==> src/rtl/pipe_pkg.sv <==
// Shared types and constants for the pipeline hazard controller.
package pipe_pkg;

    localparam int RA_W_DEF = 5;
    // Scoreboard rd field is sized for the widest supported register file.
    localparam int RA_W_MAX = 8;

    localparam logic [2:0] FWD_RF  = 3'd0;
    localparam logic [2:0] FWD_EX  = 3'd1;
    localparam logic [2:0] FWD_MEM = 3'd2;
    localparam logic [2:0] FWD_WB  = 3'd3;

    typedef struct packed {
        logic                v;
        logic [RA_W_MAX-1:0] rd;
        logic                ld;
    } sb_entry_t;

    function automatic logic [2:0] fwd_sel(input int k);
        return 3'(k + 1);
    endfunction

endpackage

==> src/rtl/hazard_scoreboard.sv <==
// Shift register of in-flight destinations (entry 0 = EX, NSTAGE-1 = WB)
// and per-entry source-match vectors for the ID instruction.
module hazard_scoreboard
    import pipe_pkg::*;
#(
    parameter int NSTAGE = 3,
    parameter int RA_W   = RA_W_DEF
) (
    input  logic              clk,
    input  logic              rst,
    input  logic              push_v,
    input  logic [RA_W-1:0]   push_rd,
    input  logic              push_ld,
    input  logic [RA_W-1:0]   rs1,
    input  logic              rs1_used,
    input  logic [RA_W-1:0]   rs2,
    input  logic              rs2_used,
    output logic [NSTAGE-1:0] match_a,
    output logic [NSTAGE-1:0] match_b,
    output logic              head_ld
);

    sb_entry_t sb [NSTAGE];

    always_ff @(posedge clk) begin
        if (!rst) begin
            for (int k = 0; k < NSTAGE; k++) begin
                sb[k] <= '0;
            end
        end else begin
            sb[0].v  <= push_v;
            sb[0].rd <= RA_W_MAX'(push_rd);
            sb[0].ld <= push_ld;
            for (int k = 1; k < NSTAGE; k++) begin
                sb[k] <= sb[k-1];
            end
        end
    end

    // Register 0 is hardwired, so it never produces a hazard.
    always_comb begin
        match_a = '0;
        match_b = '0;
        for (int k = 0; k < NSTAGE; k++) begin
            match_a[k] = rs1_used && (rs1 != '0) && sb[k].v
                         && (sb[k].rd == RA_W_MAX'(rs1));
            match_b[k] = rs2_used && (rs2 != '0) && sb[k].v
                         && (sb[k].rd == RA_W_MAX'(rs2));
        end
    end

    assign head_ld = sb[0].ld;

endmodule

==> src/rtl/pipe_hazard_ctrl.sv <==
// Pipeline interlock, flush and forwarding-select controller.
// Build option: PIPE_HAZARD_FORWARD_EN enables EX operand forwarding.
module pipe_hazard_ctrl
    import pipe_pkg::*;
#(
    parameter int NSTAGE    = 3,
    parameter int RA_W      = RA_W_DEF,
    parameter int FLUSH_CYC = 2,
    parameter int CNT_W     = 32
) (
    input  logic             clk,
    input  logic             rst,
    input  logic             id_valid,
    input  logic [RA_W-1:0]  id_rs1,
    input  logic [RA_W-1:0]  id_rs2,
    input  logic             id_rs1_used,
    input  logic             id_rs2_used,
    input  logic [RA_W-1:0]  id_rd,
    input  logic             id_rd_we,
    input  logic             id_is_load,
    input  logic             ex_branch_taken,
    output logic             stall,
    output logic             issue,
    output logic             flush,
    output logic [2:0]       fwd_a,
    output logic [2:0]       fwd_b,
    output logic [CNT_W-1:0] stall_cnt
);

    localparam logic [2:0] FCNT_LOAD = 3'(FLUSH_CYC - 1);

    logic [NSTAGE-1:0] match_a;
    logic [NSTAGE-1:0] match_b;
    logic              head_ld;
    logic [2:0]        fcnt;
    logic [CNT_W-1:0]  cnt_q;
    logic              flush_c;
    logic              hazard_c;
    logic              stall_c;
    logic              issue_c;
    logic [2:0]        fwd_a_c;
    logic [2:0]        fwd_b_c;

    hazard_scoreboard #(
        .NSTAGE (NSTAGE),
        .RA_W   (RA_W)
    ) u_sb (
        .clk      (clk),
        .rst      (rst),
        .push_v   (issue_c & id_rd_we & (id_rd != '0)),
        .push_rd  (id_rd),
        .push_ld  (id_is_load),
        .rs1      (id_rs1),
        .rs1_used (id_rs1_used),
        .rs2      (id_rs2),
        .rs2_used (id_rs2_used),
        .match_a  (match_a),
        .match_b  (match_b),
        .head_ld  (head_ld)
    );

`ifdef PIPE_HAZARD_FORWARD_EN
    // Only a load still in EX cannot be forwarded in time.
    assign hazard_c = id_valid & (match_a[0] | match_b[0]) & head_ld;

    // Youngest producer wins: lowest matching entry has priority.
    always_comb begin
        fwd_a_c = FWD_RF;
        fwd_b_c = FWD_RF;
        for (int k = NSTAGE - 1; k >= 0; k--) begin
            if (match_a[k]) fwd_a_c = fwd_sel(k);
            if (match_b[k]) fwd_b_c = fwd_sel(k);
        end
    end
`else
    // WB entry is excluded: the regfile writes before it is read.
    localparam logic [NSTAGE-1:0] INTERLOCK_MASK = {1'b0, {(NSTAGE-1){1'b1}}};
    logic unused_head_ld;

    assign hazard_c       = id_valid & (|((match_a | match_b) & INTERLOCK_MASK));
    assign fwd_a_c        = FWD_RF;
    assign fwd_b_c        = FWD_RF;
    assign unused_head_ld = head_ld;
`endif

    assign flush_c = ex_branch_taken | (fcnt != '0);
    assign stall_c = hazard_c & ~flush_c;
    assign issue_c = id_valid & ~stall_c & ~flush_c;

    always_ff @(posedge clk) begin
        if (!rst) begin
            fcnt <= '0;
        end else if (ex_branch_taken) begin
            fcnt <= FCNT_LOAD;
        end else if (fcnt != '0) begin
            fcnt <= fcnt - 3'd1;
        end
    end

    always_ff @(posedge clk) begin
        if (!rst) begin
            cnt_q <= '0;
        end else if (stall_c && (cnt_q != '1)) begin
            cnt_q <= cnt_q + 1'b1;
        end
    end

    // Reset gates every output, including the combinational ones.
    assign stall     = rst & stall_c;
    assign issue     = rst & issue_c;
    assign flush     = rst & flush_c;
    assign fwd_a     = rst ? fwd_a_c : FWD_RF;
    assign fwd_b     = rst ? fwd_b_c : FWD_RF;
    assign stall_cnt = rst ? cnt_q : '0;

endmodule

==> config.mk <==
export PLATFORM = sky130hd
export DESIGN_NAME = pipe_hazard_ctrl
export DESIGN_NICKNAME = d
export VERILOG_FILES = /design/src/rtl/pipe_pkg.sv /design/src/rtl/hazard_scoreboard.sv /design/src/rtl/pipe_hazard_ctrl.sv
export SDC_FILE = /design/constraint.sdc
export NUM_CORES = 1
export LEC_CHECK = 0
export CAP_MARGIN = 15
export CORE_ASPECT_RATIO = 2
export CORE_MARGIN = 2
export CORE_UTILIZATION = 50
export CTS_CLUSTER_SIZE = 20
export DETAILED_ROUTE_END_ITERATION = 6
export GPL_ROUTABILITY_DRIVEN = 0
export PLACE_DENSITY = 0.8
export SETUP_SLACK_MARGIN = 0.2
export SYNTH_ARGS = -nofsm -noshare
export SYNTH_HDL_FRONTEND = slang
export SYNTH_SLANG_ARGS = --single-unit
==> constraint.sdc <==
create_clock -name clk -period 3 [get_ports clk]
set_input_delay 0.6 -clock clk [delete_from_list [all_inputs] [get_ports clk]]
set_output_delay 0.6 -clock clk [all_outputs]
set_load 0.01 [all_outputs]
==> results.sh <==
export IMPL_clockBufferDepth=2
export IMPL_clkSinkCount=47
export IMPL_max_freq_mhz=369
export IMPL_worst_path_max_delay_cell="nor4_1"
export IMPL_firstDrtPassIters=4
export IMPL_insertion_delay_ns=0.31
export IMPL_crit_fanout=2
export IMPL_core_area_um2=5420
export IMPL_synth_area_top_cells="dfxtp_1, and2_1, mux2_2"
export IMPL_vias=2518
export IMPL_finalCriticalPeriod_ns=2.71
export IMPL_drive_gt1_share_pct=18.0
export IMPL_skew_ns=0.0129
export IMPL_power_leakage_nw=1.41
export IMPL_fin_crit_sh_pct=90.4
export IMPL_synth_common_cells="dfxtp_1, and2_1, nand3_1"
export IMPL_drt_iter0_drc=49
export IMPL_maxCapViolations=0
export IMPL_rows=38
export IMPL_ios=64
export IMPL_cts_made_buffers=5
export IMPL_port_buffers=56
export IMPL_hold_class="register to register"
export IMPL_gr_total_overflow=0
export IMPL_critPathCaptureType="output port"
export IMPL_crit_chain="dlygate4sd2_1, buf_4, xor2_1, nor4_1, nand3_1, a21oi_2, or2_4, nor2b_4, buf_6"
export IMPL_cts_root_buf="clkbuf_8"
export IMPL_synth_edf_count=0
export IMPL_syn_area_per_cell_um2=8.54
export IMPL_netlist_area_um2=2800
export IMPL_post_synth_top_area_fraction_pct=33.6
export IMPL_antenna_found_initial=0
export IMPL_die_w_um=56.9
export IMPL_ys_flop_type="dfxtp_1"
export IMPL_synth_seq_area_share_pct=33.6
export IMPL_areaGrowthSynthToFinish_pct=29.5
export IMPL_slew_headroom_pct=54.0
export IMPL_drc=0
export IMPL_critPathKind="primary input to output port"
export IMPL_grt_max_degree=38
export IMPL_routed_wl_mm=6.71
export IMPL_required_ns=2.40
export IMPL_max_slew_worst_pin_slew_ns=0.689
export IMPL_final_antenna_net_count=0
export IMPL_p_total_mw=1.21
export IMPL_cp_start_kind="primary input"
export IMPL_rsz0062_at_grt="false"
export IMPL_cp_arrival_ns=2.11
export IMPL_power_density_nw_per_um2=334
export IMPL_htree_levels=2
export IMPL_synth_cells=328
export IMPL_track_usage_pct=22.4
export IMPL_cts_tree="yes"
export IMPL_setup_viol=0
export IMPL_final_nets=420
export IMPL_wire_per_inst_um=14.7
export IMPL_ctsHoldBuffers=0
export IMPL_hpwl_mm=5.05
export IMPL_grt_pass1_vias=2562
export IMPL_grt_pass1_wl_mm=11.2
export IMPL_place_ws_ns=-0.406
export IMPL_initial_core_util_pct=51.7
export IMPL_critical_path_max_stage_delay_ns=0.26
export IMPL_yosysWarnings=0
export IMPL_synth_top_cell_by_area="dfxtp_1"
export IMPL_die_height_um=110
export IMPL_status="finished, final reports clean"
export IMPL_diodes=0
export IMPL_vdd_drop_max_mv=0.339
export IMPL_setup_slack_ns=0.287
export IMPL_synth_seq_cells=47
export IMPL_clk_pin_slew_worst_paths_ns=0.08
export IMPL_dieArea_um2=6250
export IMPL_timing_max_transition_violations_final=0
export IMPL_finalHoldViolCount=0
export IMPL_vias_per_cell=5.53
export IMPL_synth_async_sr_flop_share_pct=0
export IMPL_yosysMostFrequentCell="dfxtp_1"
export IMPL_synth_cell_types=47
## worst paths after layout
check                           startpoint   endpoint  slack, ns  depth (start not counted)
worst max register to register    cnt_q[8]  cnt_q[21]       0.51                          7
worst max-delay path             id_rs1[3]      stall       0.29                          9
worst min-delay path               fcnt[1]    fcnt[1]       0.50                          2
worst min register to register     fcnt[1]    fcnt[1]       0.50                          2
## area by class of cell
class | instances | area (um2)
well taps | 60 | 75.1
inverters | 5 | 18.8
clock buffers | 8 | 100
multi-input cells | 260 | 1790
fillers | 477 | 1790
flip-flops and latches | 47 | 941
repair buffers | 75 | 704
## through the flow
stage / setup TNS (ns) / cells / hold slack, ns / area [um2] / utilization [%]
floorplan: 0 / 333 / 0.456 / 2820 / -
global placement: -1.57 / 445 / 0.493 / 3480 / 64.3
detailed placement: -3.32 / 445 / 0.490 / 3480 / 64.3
CTS: 0 / 455 / 0.501 / 3600 / 66.4
global route: 0 / 455 / 0.517 / 3630 / 66.9
finish: 0 / 455 / 0.499 / 3630 / 66.9
## per-layer routing
| metal | part of all wire [%] | track usage [%] | wire length (um) | vias to the layer above |
|---|---|---|---|---|
| met3 | 4.1 | 3.06 | 272 | 20 |
| li1 | - | - | - | 1247 |
| met2 | 54 | 42.7 | 3640 | 68 |
| met1 | 38 | 22.9 | 2560 | 1183 |
| met4 | 3.4 | 11.3 | 227 | 0 |
| met5 | 0 | 0 | 0 | - |
## state kept, by name, indices dropped and copies added, names as in the netlist
register / flops
cnt_q: 32
u_sb.sb: 12
fcnt: 3
## placed cells by master (no fill, tap or decap), drive strengths merged, types with 13 or more instances in the layout
master          n
and2           45
buf            22
clkdlybuf4s50  43
dfxtp          47
mux2           25
nand2          19
nand3          29
nor2           13
nor2b          28
xor2           16
## cells by family after synthesis
kind of cell / Yosys count / share of synthesized area (%)
flops: 47 / 33.6
simple gates: 181 / 37.8
other cells: 1 / 0.134
fa+ha+maj: 3 / 1.34
mux: 26 / 10.4
xor+xnor: 23 / 7.19
buf+inv: 26 / 4.42
compound gates: 21 / 5.05
## power by group
group	leakage, nW	internal [mW]	total (mW)	switching (mW)
Combinational	0.975	0.0744	0.139	0.0644
Sequential	0.381	0.634	0.645	0.0103
Clock	0.0515	0.211	0.426	0.216
## timing repair
item                       in CTS  in global routing
resized for setup              26                  7
setup endpoints to repair      13                 19
buffers inserted                2                  0
pin swaps                      16                  8
## worst max-delay path: cells and delay by family
kind,cells,cell delay (ns)
AND/OR/NAND/NOR,4,0.68
buffers and inverters,3,0.48
AO/OA/AOI/OAI,1,0.21
XOR/XNOR,1,0.15
Power figures use the tool's default switching activity.
